<file path="config.mk">
export PLATFORM = sky130hd
export DESIGN_NAME = arb_8_mux_ctrl_flat
export DESIGN_NICKNAME = d
export VERILOG_FILES = /design/src/rtl/arb_8_mux_ctrl_if.sv /design/src/rtl/arb_8_mux_ctrl.sv /design/src/flat_wrapper.sv
export SDC_FILE = /design/constraint.sdc
export NUM_CORES = 1
export LEC_CHECK = 0
export BUFFER_PORTS_ARGS = -buffer_cell sky130_fd_sc_hd__buf_2
export CORE_ASPECT_RATIO = 1.1
export CORE_MARGIN = 10
export CORE_UTILIZATION = 50
export DETAILED_ROUTE_END_ITERATION = 8
export GPL_TIMING_DRIVEN = 1
export PLACE_DENSITY = 0.76
export SKIP_CTS_REPAIR_TIMING = 1
export SLEW_MARGIN = 20
export SYNTH_ARGS = -nofsm -noshare
export SYNTH_HDL_FRONTEND = slang
export SYNTH_SLANG_ARGS = --single-unit
</file>
<file path="constraint.sdc">
create_clock -name clk -period 3.7 [get_ports clk]
set_input_delay 0.185 -clock clk [delete_from_list [all_inputs] [get_ports clk]]
set_output_delay 0.185 -clock clk [all_outputs]
set_load 0.03 [all_outputs]
</file>
<file path="src/rtl/arb_8_mux_ctrl_if.sv">
// Request/grant bundle between the requesting units and the arb_8_mux_ctrl arbiter.
// The arbiter (slave) takes req/done and drives the grant and mux-select outputs.
interface arb_8_mux_ctrl_if;
   logic [7:0] req;
   logic       done;
   logic [7:0] gnt;
   logic       sel2;
   logic       sel1;
   logic       sel0;
   logic       busy;
   logic       timeout;

   modport master (
      output req, done,
      input  gnt, sel2, sel1, sel0, busy, timeout
   );

   modport slave (
      input  req, done,
      output gnt, sel2, sel1, sel0, busy, timeout
   );
endinterface

</file>
<file path="src/rtl/arb_8_mux_ctrl.sv">
// Round-robin arbiter for the 8:1 one-bit mux: grants one requester at a time,
// drives the mux select with the owner index and releases on done, withdrawal or hold limit.
module arb_8_mux_ctrl #(
   parameter int unsigned HOLD_MAX = 15
) (
   input  logic             clk,
   input  logic             rst,
   arb_8_mux_ctrl_if.slave  bus
);

   localparam logic [3:0] HOLD_LIM = 4'(HOLD_MAX);

   typedef enum logic {IDLE, GRANT} state_t;

   state_t     state_q, state_d;
   logic [2:0] ptr_q,   ptr_d;
   logic [3:0] cnt_q,   cnt_d;
   logic [2:0] sel_q,   sel_d;
   logic [7:0] gnt_q,   gnt_d;
   logic       busy_q,  busy_d;
   logic       timeout_q, timeout_d;

   // Requests rotated so that bit 0 is the current round-robin start position.
   logic [7:0] rot_req;
   logic [2:0] rot_off;
   logic [2:0] pick_idx;

   genvar gi;
   generate
      for (gi = 0; gi < 8; gi++) begin : g_rot
         assign rot_req[gi] = bus.req[ptr_q + 3'(gi)];
      end
   endgenerate

   always_comb begin
      rot_off = 3'd0;
      for (int i = 7; i >= 0; i--) begin
         if (rot_req[i]) rot_off = 3'(i);
      end
   end

   assign pick_idx = ptr_q + rot_off;

   always_comb begin
      state_d   = state_q;
      ptr_d     = ptr_q;
      cnt_d     = cnt_q;
      sel_d     = sel_q;
      gnt_d     = gnt_q;
      busy_d    = busy_q;
      timeout_d = 1'b0;
      case (state_q)
         IDLE: begin
            if (|bus.req) begin
               gnt_d   = 8'b1 << pick_idx;
               sel_d   = pick_idx;
               busy_d  = 1'b1;
               cnt_d   = 4'd1;
               state_d = GRANT;
            end
         end
         GRANT: begin
            // sel_q holds the owner index for the whole grant.
            if (bus.done || !bus.req[sel_q] || (cnt_q == HOLD_LIM)) begin
               timeout_d = !bus.done && bus.req[sel_q];
               gnt_d     = 8'd0;
               busy_d    = 1'b0;
               cnt_d     = 4'd0;
               ptr_d     = sel_q + 3'd1;
               state_d   = IDLE;
            end else begin
               cnt_d = cnt_q + 4'd1;
            end
         end
         default: state_d = IDLE;
      endcase
   end

   always_ff @(posedge clk) begin
      if (rst) begin
         state_q   <= IDLE;
         ptr_q     <= 3'd0;
         cnt_q     <= 4'd0;
         sel_q     <= 3'd0;
         gnt_q     <= 8'd0;
         busy_q    <= 1'b0;
         timeout_q <= 1'b0;
      end else begin
         state_q   <= state_d;
         ptr_q     <= ptr_d;
         cnt_q     <= cnt_d;
         sel_q     <= sel_d;
         gnt_q     <= gnt_d;
         busy_q    <= busy_d;
         timeout_q <= timeout_d;
      end
   end

   assign bus.gnt     = gnt_q;
   assign bus.sel2    = sel_q[2];
   assign bus.sel1    = sel_q[1];
   assign bus.sel0    = sel_q[0];
   assign bus.busy    = busy_q;
   assign bus.timeout = timeout_q;

endmodule

</file>
<file path="src/flat_wrapper.sv">
// flat-port wrapper written by rule: the top's interface ports become plain ports
module arb_8_mux_ctrl_flat 
#(
   parameter int unsigned HOLD_MAX = 15
)
  (clk, rst, bus_req, bus_done, bus_gnt, bus_sel2, bus_sel1, bus_sel0, bus_busy, bus_timeout);
  arb_8_mux_ctrl_if bus_i ();
  input  logic clk;
  input  logic rst;
  input wire logic [$bits(bus_i.req)-1:0] bus_req;
  input wire logic [$bits(bus_i.done)-1:0] bus_done;
  output wire logic [$bits(bus_i.gnt)-1:0] bus_gnt;
  output wire logic [$bits(bus_i.sel2)-1:0] bus_sel2;
  output wire logic [$bits(bus_i.sel1)-1:0] bus_sel1;
  output wire logic [$bits(bus_i.sel0)-1:0] bus_sel0;
  output wire logic [$bits(bus_i.busy)-1:0] bus_busy;
  output wire logic [$bits(bus_i.timeout)-1:0] bus_timeout;
  assign bus_i.req = bus_req;
  assign bus_i.done = bus_done;
  assign bus_gnt = bus_i.gnt;
  assign bus_sel2 = bus_i.sel2;
  assign bus_sel1 = bus_i.sel1;
  assign bus_sel0 = bus_i.sel0;
  assign bus_busy = bus_i.busy;
  assign bus_timeout = bus_i.timeout;
  arb_8_mux_ctrl #(.HOLD_MAX(HOLD_MAX)) u_core (.clk(clk), .rst(rst), .bus(bus_i));
endmodule
</file>
==> metrics, run 1 <==
outcome=complete, no violations; DR vias/cell=between 6 and 7; Worst EP required=3.96 ns; most frequent cells in the layout=23 x buf_2, 20 x nor2_1, 19 x nand3_1, 19 x dfxtp_1, 11 x nand2_1; # diodes=0; CTS buffer count=3; register area share after synthesis=24.5%; Starting Density=around 51%; cell family with most CP delay=adder cells; Startpoint Class=flop; CP endpoint kind=flop; row count=22; Setup CP Type=reg2reg; Final ANT Viol Nets=0; Port Buffers=23; clk sinks=21; DRC Markers=0; Synth async-reset ratio=0%; crit path max fanout=6; share of layout cells above drive strength 1=between 30% and 40%; CTS tree=yes; Critical Path AT=3.84 ns; Synthesized Nets=193; Fillers=about 280; hpwl dp=3240 um; grt ovf=0; fmax=approximately 280 MHz; Die Wd=75.8 um; Clock Latency Late Sink=0.31 ns; drt total wl=4450 um; CP cell instances=inv_1, ha_4, mux2i_2, mux4_2, a211o_1, a22oi_1, ha_1, inv_1, fa_2, or4b_4, nor2_1, nand3_1, nand3_1; Slowest-stage cell, CP=or4b_4; number of H-tree levels=1; RSZ-0062 raised after global routing=true; fin nets=around 230; Mean Syn Cell Area=slightly below 10 um^2; Synth Register Bits=21; endpoints failing setup=0; io pins=24; DR iter-0 viols=between 100 and 150; Area Overhead vs Synth=17.8%; Final Hold Vio Count=0; Crit Reg-Reg Startpoint=u_core.ptr_q[0]; final setup TNS=0 ns; commonest non-fill, non-tap cell in the layout=buf_2; die height=roughly 81 um; register area=around 430 um^2; Layout Skew=between 0.008 and 0.009 ns; via count=about 1,600; Static Leakage=a little under 0.8 nW; worst hold margin=0.0446 ns; All-Layer GR Usage=between 10 and 15%; pin count of the biggest net entering global routing=18; crit path time final=3.59 ns; Critical Path Max Stage Delay=0.53 ns; Pre-antenna DRT Iters=4; Final Max Slew Viols=0; Clock transition at path regs=between 0.1 and 0.15 ns; Power, Total=roughly 0.0011 W; Power Density=around 560 mW/mm^2; Max Buffers Root-to-Sink=2; initial antenna violation count=0; DR WL/cell=approximately 17 um; HP Class=in2reg; Worst-Margin Slew=approximately 0.86 ns; Mapped Cells=roughly 180; hold_sp=bus_done; fin crit share=96.9%; Most used DFF post-synth=dfxtp_1; Core Area=~0.0033 mm^2; Non-Filler Instances=255; Final Util=~61%; first-pass GRT wire length=between 7000 and 8000 um; headroom to the max-slew limit=roughly 42%; crit path launch=u_core.ptr_q[0]; Ys Warns=0; Worst VDD drop=around 0.33 mV; Yosys cell types=45; full die area=0.00617 mm^2; Placed Cells=roughly 250; synthesized area=between 0.0015 and 0.002 mm^2; Post-synth EDFFs=0; Max-Cap Viols=0; Multi-input gate area=between 0.001 and 0.0015 mm^2; vias in the first global route=1,570; Routability Congestion=between 0.8 and 0.9; root buffer cell=clkbuf_4; worst path bufs/invs=2
## kinds of logic (layout without fill, tap and decap cells)
kind of cell	after synthesis	after routing	synth area share, %
simple gates	72	72	21.8
compound gates	37	37	18.2
mux	22	22	24.3
flops	21	21	24.5
buf+inv	12	43	3.28
fa+ha+maj	6	6	4.82
xor+xnor	6	6	3.07
## final cells by class
type / instances / share of cell area [%]
clock buffers: 4 / 1.30
inverters: 6 / 1.12
well taps: 48 / 2.97
flip-flops and latches: 21 / 21.1
repair buffers: 33 / 9.42
multi-input cells: 143 / 64.1
## metal layers
metal | routed length (um) | part of all wire, % | global-route usage, % | vias to the layer above
met1 | 1720 | 39 | 14.7 | 794
met3 | 168 | 3.8 | 2.17 | 16
met5 | 0 | 0 | 0 | -
met2 | 2490 | 56 | 27.0 | 50
li1 | - | - | - | 740
met4 | 74 | 1.7 | 4.46 | 0
## where the power goes
| group | leakage (nW) | switching, W | total [W] | internal (W) |
|---|---|---|---|---|
| Sequential | 0.173 | 0.0000377 | 0.000304 | 0.000267 |
| Clock | 0.0150 | 0.0000697 | 0.000112 | 0.0000421 |
| Combinational | 0.595 | 0.000385 | 0.000705 | 0.000320 |
## cells in the mapped netlist (2+ instances only)
| cell | instances | area share [%] |
|---|---|---|
| clkbuf_1 | 2 | 0.44 |
| a311oi_1 | 2 | 1.0 |
| nand2_1 | 11 | 2.4 |
| mux2_2 | 3 | 2.0 |
| buf_2 | 3 | 0.88 |
| mux2i_1 | 6 | 3.5 |
| nor4_1 | 2 | 0.73 |
| a22oi_1 | 2 | 0.88 |
| ha_1 | 5 | 3.6 |
| a21oi_1 | 6 | 1.8 |
| mux4_1 | 8 | 12 |
| nand2b_1 | 3 | 1.1 |
| o2111a_2 | 2 | 1.5 |
| o21ai_0 | 10 | 2.9 |
| a211oi_1 | 4 | 1.8 |
| nor2b_1 | 5 | 1.8 |
| dfxtp_1 | 21 | 25 |
| xor2_1 | 3 | 1.5 |
| xnor2_1 | 3 | 1.5 |
| or4bb_1 | 2 | 1.3 |
| nand3_1 | 19 | 5.5 |
| inv_1 | 6 | 1.3 |
| mux4_2 | 5 | 6.6 |
| nor2_1 | 22 | 4.8 |
## sequential cells by signal, indices dropped and copies added, names as in the netlist
| signal | cells |
|---|---|
| u_core.bus.busy | 1 |
| u_core.cnt_q | 4 |
| u_core.bus.gnt | 8 |
| u_core.state_q | 1 |
| u_core.bus.timeout | 1 |
| u_core.ptr_q | 3 |
| u_core.sel_q | 3 |
## stage by stage
| step | setup WS, ns | instance area (um^2) |
|---|---|---|
| 2_1_floorplan | 0.0442 | 1720 |
| 3_3_place_gp | 0.0414 | 1910 |
| 3_5_place_dp | -0.0661 | 1910 |
| 4_1_cts | -0.0908 | 1940 |
| 5_1_grt | -0.0832 | 2020 |
| 6_report | 0.114 | 2020 |
## worst register-to-register path, stage by stage (launching register included)
cell,delay (ns)
dfxtp_2,0.37
inv_1,0.09
ha_4,0.27
mux2i_2,0.19
mux4_2,0.51
a211o_1,0.30
a22oi_1,0.16
ha_1,0.18
inv_1,0.06
fa_2,0.49
or4b_4,0.54
nor2_1,0.17
nand3_1,0.13
nand3_1,0.10
## path summary, 6_finish.rpt
check | end | slack [ns] | depth (start not counted)
hold reg to reg | u_core.bus.gnt[4] | 0.46 | 2
setup / recovery | u_core.bus.gnt[2] | 0.11 | 13
hold / removal | u_core.bus.timeout | 0.04 | 2
setup reg to reg | u_core.bus.gnt[2] | 0.11 | 13
Note: power is estimated with default switching activity, not from simulation.
==> run 2, diff against run 1 <==
--- a/config.mk
+++ b/config.mk
@@ -12,6 +12,7 @@
 export DETAILED_ROUTE_END_ITERATION = 8
 export GPL_TIMING_DRIVEN = 1
 export PLACE_DENSITY = 0.76
+export RECOVER_POWER = 100
 export SKIP_CTS_REPAIR_TIMING = 1
 export SLEW_MARGIN = 20
 export SYNTH_ARGS = -nofsm -noshare
==> run 2 against run 1 <==
First-iteration DRC count rose by 15%. Utilization fell by 0.49 points. Via count down 0.19%. Design area down 0.81%. Clock power barely moved. Register-to-register slack hardly changed. Critical path type unchanged. Largest power group unchanged.
==> metrics, run 2 (synthesis gave the netlist of run 1 again) <==
outcome=complete, no violations; fin crit share=96.9% (about the same); crit path max fanout=6 (unchanged); hpwl dp=3240 um (unchanged); share of layout cells above drive strength 1=28.0% (-6.8 points); Non-Filler Instances=255 (unchanged); Placed Cells=248 (unchanged); CP cell instances=inv_1, ha_4, mux2i_2, mux4_2, a211o_1, a22oi_1, ha_1, inv_1, fa_2, or4b_4, nor2_1, nand3_1, nand3_1; root buffer cell=clkbuf_4; HP Class=in2reg; Routability Congestion=0.867 (unchanged); Power, Total=0.00111 W (-0.91%); Critical Path AT=3.84 ns (about the same); Die Wd=75.8 um (unchanged); max reg flops=8 (unchanged); Worst VDD drop=0.323 mV (-0.68%); DR WL/cell=17.4 um (-0.20%); Starting Density=51.5% (unchanged); endpoints failing setup=0 (unchanged); CP endpoint kind=flop; Core Area=0.00333 mm^2 (unchanged); crit path time final=3.59 ns (-0.000256 ns); grt ovf=0 (unchanged); fmax=279 MHz (about the same); initial antenna violation count=0 (unchanged); Power Density=555 mW/mm^2 (-0.10%); die height=81.4 um (unchanged); drt total wl=4440 um (-0.20%); Final Max Slew Viols=0 (unchanged); clk sinks=21 (unchanged); Startpoint Class=flop; Worst-Margin Slew=0.851 ns (-0.0114 ns); register area=425 um^2 (unchanged); Critical Path Max Stage Delay=0.53 ns (about the same); Fillers=286 (+0.70%); first-pass GRT wire length=7010 um (unchanged); # diodes=0 (unchanged); Max Buffers Root-to-Sink=2 (unchanged); Static Leakage=0.729 nW (-6.8%); Setup CP Type=reg2reg; Layout Skew=0.00742 ns (-0.00105 ns); Final Hold Vio Count=0 (unchanged); DR vias/cell=6.26 (-0.19%); Worst EP required=3.96 ns (about the same); via count=1,597 (-0.19%); Port Buffers=23 (unchanged); Max-Cap Viols=0 (unchanged); pin count of the biggest net entering global routing=18 (unchanged); DRC Markers=0 (unchanged); Final Util=60.1% (-0.49 points); Slowest-stage cell, CP=or4b_4; number of H-tree levels=1 (unchanged); most frequent cells in the layout=20 x nor2_1, 19 x nand3_1, 19 x dfxtp_1, 14 x clkbuf_1, 11 x nand2_1; Pre-antenna DRT Iters=4 (unchanged); full die area=0.00617 mm^2 (unchanged); Final ANT Viol Nets=0 (unchanged); RSZ-0062 raised after global routing=true; headroom to the max-slew limit=42.9% (+0.76 points); Multi-input gate area=0.00129 mm^2 (unchanged); Clock Latency Late Sink=0.30 ns (about the same); Clock transition at path regs=0.12 ns (about the same); Area Overhead vs Synth=16.9%; row count=22 (unchanged); DR iter-0 viols=128 (+15%); commonest non-fill, non-tap cell in the layout=nor2_1; fin nets=225 (unchanged); io pins=24 (unchanged); All-Layer GR Usage=13.9% (unchanged); CTS buffer count=3 (unchanged); CTS tree=yes; vias in the first global route=1,570 (unchanged)
## run 2: changes by cell type in the layout (fill, tap and decap cells not counted), sizes merged
cell    change
buf        -13
clkbuf     +13
## run 2: path summary, 6_finish.rpt
path	from	endpoint	slack [ns]	cells past startpoint
max reg2reg	u_core.ptr_q[0]	u_core.bus.gnt[2]	0.11	13
min reg2reg	u_core.bus.gnt[4]	u_core.bus.gnt[4]	0.46	2
max	u_core.ptr_q[0]	u_core.bus.gnt[2]	0.11	13
min	bus_done	u_core.bus.timeout	0.05	2
## run 2: routing by layer
| metal | GRT usage [%] | wire (um) | part of all wire [%] |
|---|---|---|---|
| met5 | 0 | 0 | 0 |
| met2 | 27.0 | 2470 | 56 |
| met1 | 14.7 | 1720 | 39 |
| met3 | 2.17 | 174 | 3.9 |
| met4 | 4.46 | 78 | 1.8 |
## run 2: worst max-delay path: cells and delay by family (launching register included)
| family | cells | cell delay [ns] |
|---|---|---|
| mux | 2 | 0.70 |
| simple gates | 4 | 0.93 |
| flops | 1 | 0.37 |
| fa+ha+maj | 3 | 0.93 |
| compound gates | 2 | 0.46 |
| buf+inv | 2 | 0.15 |
## run 2: layout make-up
type | instances | share of cell area, %
multi-input combinational | 143 | 64.6
sequential | 21 | 21.2
timing repair buffer | 33 | 8.68
tap | 48 | 3.00
clock buffer | 4 | 1.31
inverter | 6 | 1.12
## run 2: power breakdown
group,internal [W],switching (W)
registers,0.000267,0.0000382
clock network,0.0000421,0.0000681
logic,0.000311,0.000385
total,0.000620,0.000491
## run 2: stage by stage
stage | cell area [um^2] | setup TNS, ns | hold WS [ns] | setup slack [ns]
floorplan | 1720 | 0 | 0.262 | 0.0442
finish | 2000 | 0 | 0.0462 | 0.114
CTS | 1940 | -0.465 | 0.0542 | -0.0908
global placement | 1910 | 0 | 0.365 | 0.0414
global route | 2000 | -0.379 | 0.0695 | -0.0832
detailed placement | 1910 | -0.296 | 0.369 | -0.0661
==> run 3, diff against run 2 <==
--- a/config.mk
+++ b/config.mk
@@ -9,6 +9,7 @@
 export CORE_ASPECT_RATIO = 1.1
 export CORE_MARGIN = 10
 export CORE_UTILIZATION = 50
+export CTS_BUF_LIST = sky130_fd_sc_hd__clkbuf_8 sky130_fd_sc_hd__clkbuf_16
 export DETAILED_ROUTE_END_ITERATION = 8
 export GPL_TIMING_DRIVEN = 1
 export PLACE_DENSITY = 0.76
==> run 3 against run 2 <==
Non-clock buffer count is 1 lower. Fmax increased by 1.6%. Largest power group unchanged. Worst hold slack better by 0.046 ns. Critical endpoint is now u_core.bus.gnt[0].
==> metrics, run 3 (synthesis gave the netlist of run 1 again) <==
Startpoint Class=flop; Worst EP required=3.91 ns (-0.05 ns); Starting Density=51.5% (unchanged); Max Buffers Root-to-Sink=2 (unchanged); All-Layer GR Usage=14.2% (+0.27 points); Crit Reg-Reg Startpoint=u_core.ptr_q[1]; fin nets=224 (-0.44%); final setup TNS=0 ns (unchanged); # diodes=0 (unchanged); full die area=0.00617 mm^2 (unchanged); Pre-antenna DRT Iters=4 (unchanged); DR vias/cell=6.31 (+0.83%); first-pass GRT wire length=7030 um (+0.30%); vias in the first global route=1,549 (-1.3%); smallest setup slack after layout=0.171 ns (+0.0568 ns); Final Util=61.2% (+1.1 points); row count=22 (unchanged); max reg flops=8 (unchanged); via count=1,604 (+0.44%); Placed Cells=248 (unchanged); Core Area=0.00333 mm^2 (unchanged); CP endpoint kind=flop; Worst-Margin Slew=0.900 ns (+0.0490 ns); crit path time final=3.53 ns (-0.0568 ns); Area Overhead vs Synth=19.0%; worst hold margin=0.0922 ns (+0.0460 ns); hpwl dp=3240 um (unchanged); DR WL/cell=17.7 um (+1.8%); fin crit share=95.4% (-1.5 points); Routability Congestion=0.867 (unchanged); outcome=complete, no violations; Worst VDD drop=0.290 mV (-10%); Final Max Slew Viols=0 (unchanged); share of layout cells above drive strength 1=29.6% (+1.6 points); Static Leakage=0.738 nW (+1.2%); Reg2Reg Setup Slack=0.17 ns (+0.06 ns); Layout Skew=0.00456 ns (-0.00287 ns); Worst R2R End=u_core.bus.gnt[0]; CTS tree=yes; io pins=24 (unchanged); Power Density=572 mW/mm^2 (+3.1%); most frequent cells in the layout=19 x nand3_1, 19 x dfxtp_1, 18 x nor2_1, 13 x clkbuf_1, 11 x nand2_1; endpoints failing setup=0 (unchanged); drt total wl=4500 um (+1.4%); Final Hold Vio Count=0 (unchanged); DR iter-0 viols=141 (+10%); fmax=283 MHz (+1.6%); root buffer cell=clkbuf_8; Port Buffers=23 (unchanged); Final ANT Viol Nets=0 (unchanged); Critical Path AT=3.74 ns (-0.10 ns); initial antenna violation count=0 (unchanged); pre-CTS setup slack=-0.0661 ns (unchanged); headroom to the max-slew limit=39.6% (-3.3 points); Setup CP Type=reg2reg; HP Class=in2reg; Non-Filler Instances=254 (-0.39%); DRC Markers=0 (unchanged); crit path launch=u_core.ptr_q[1]; Max-Cap Viols=0 (unchanged); die height=81.4 um (unchanged); CP Capture Point=u_core.bus.gnt[0]; number of H-tree levels=1 (unchanged); R2R depth=13 (unchanged); pin count of the biggest net entering global routing=18 (unchanged); grt ovf=0 (unchanged); Die Wd=75.8 um (unchanged); Clock transition at path regs=0.08 ns (-0.04 ns); CTS buffer count=3 (unchanged); Clock Latency Late Sink=0.26 ns (-0.04 ns); clk sinks=21 (unchanged); crit path max fanout=6 (unchanged)
-- run 3: per-layer routing --
layer / vias up / part of all wire, % / global-route usage, %
met2: 54 / 55 / 27.0
met5: - / 0 / 0
met1: 802 / 38 / 15.1
met3: 9 / 5.4 / 2.29
li1: 739 / - / -
met4: 0 / 1.8 / 5.58
-- run 3: worst max-delay path: stages, from the launching register on --
cell and delay (ns):
dfxtp_4 0.36, inv_2 0.07, ha_4 0.29, mux2i_2 0.19, mux4_2 0.50, a211o_1 0.30
a22oi_1 0.16, ha_1 0.17, inv_1 0.05, fa_2 0.56, or4bb_4 0.49, nor2_2 0.13
nand3_1 0.08, nand3_1 0.11
-- run 3: report_power, final --
part | internal, W | switching, W
sequential | 0.000267 | 0.0000398
combinational | 0.000319 | 0.000392
clock | 0.0000741 | 0.0000742
total | 0.000660 | 0.000506
-- run 3: final cells by class --
cell class              count  area (um^2)
repair buffers             32          170
inverters                   6         22.5
clock buffers               3         41.3
multi-input cells         143         1310
flip-flops and latches     21          428
clock inverters             1         3.75
well taps                  48         60.1
fillers                   271         1290
-- run 3: how the worst min path moves through the flow --
stage                     startpoint  slack, ns                 end  depth (start not counted)
after floorplan             bus_done       0.26  u_core.bus.timeout                          1
after global placement      bus_done       0.36  u_core.bus.timeout                          2
after detailed placement    bus_done       0.37  u_core.bus.timeout                          2
after CTS                   bus_done       0.09  u_core.bus.timeout                          2
after global routing        bus_done       0.12  u_core.bus.timeout                          2
final                       bus_done       0.09  u_core.bus.timeout                          2
-- run 3: metrics by stage --
| stage | cell area (um^2) | power [W] |
|---|---|---|
| after floorplan | 1720 | 0.000796 |
| after global placement | 1910 | 0.000924 |
| after detailed placement | 1910 | 0.000946 |
| after CTS | 1950 | 0.00110 |
| after global routing | 2040 | 0.00124 |
| final | 2040 | 0.00117 |
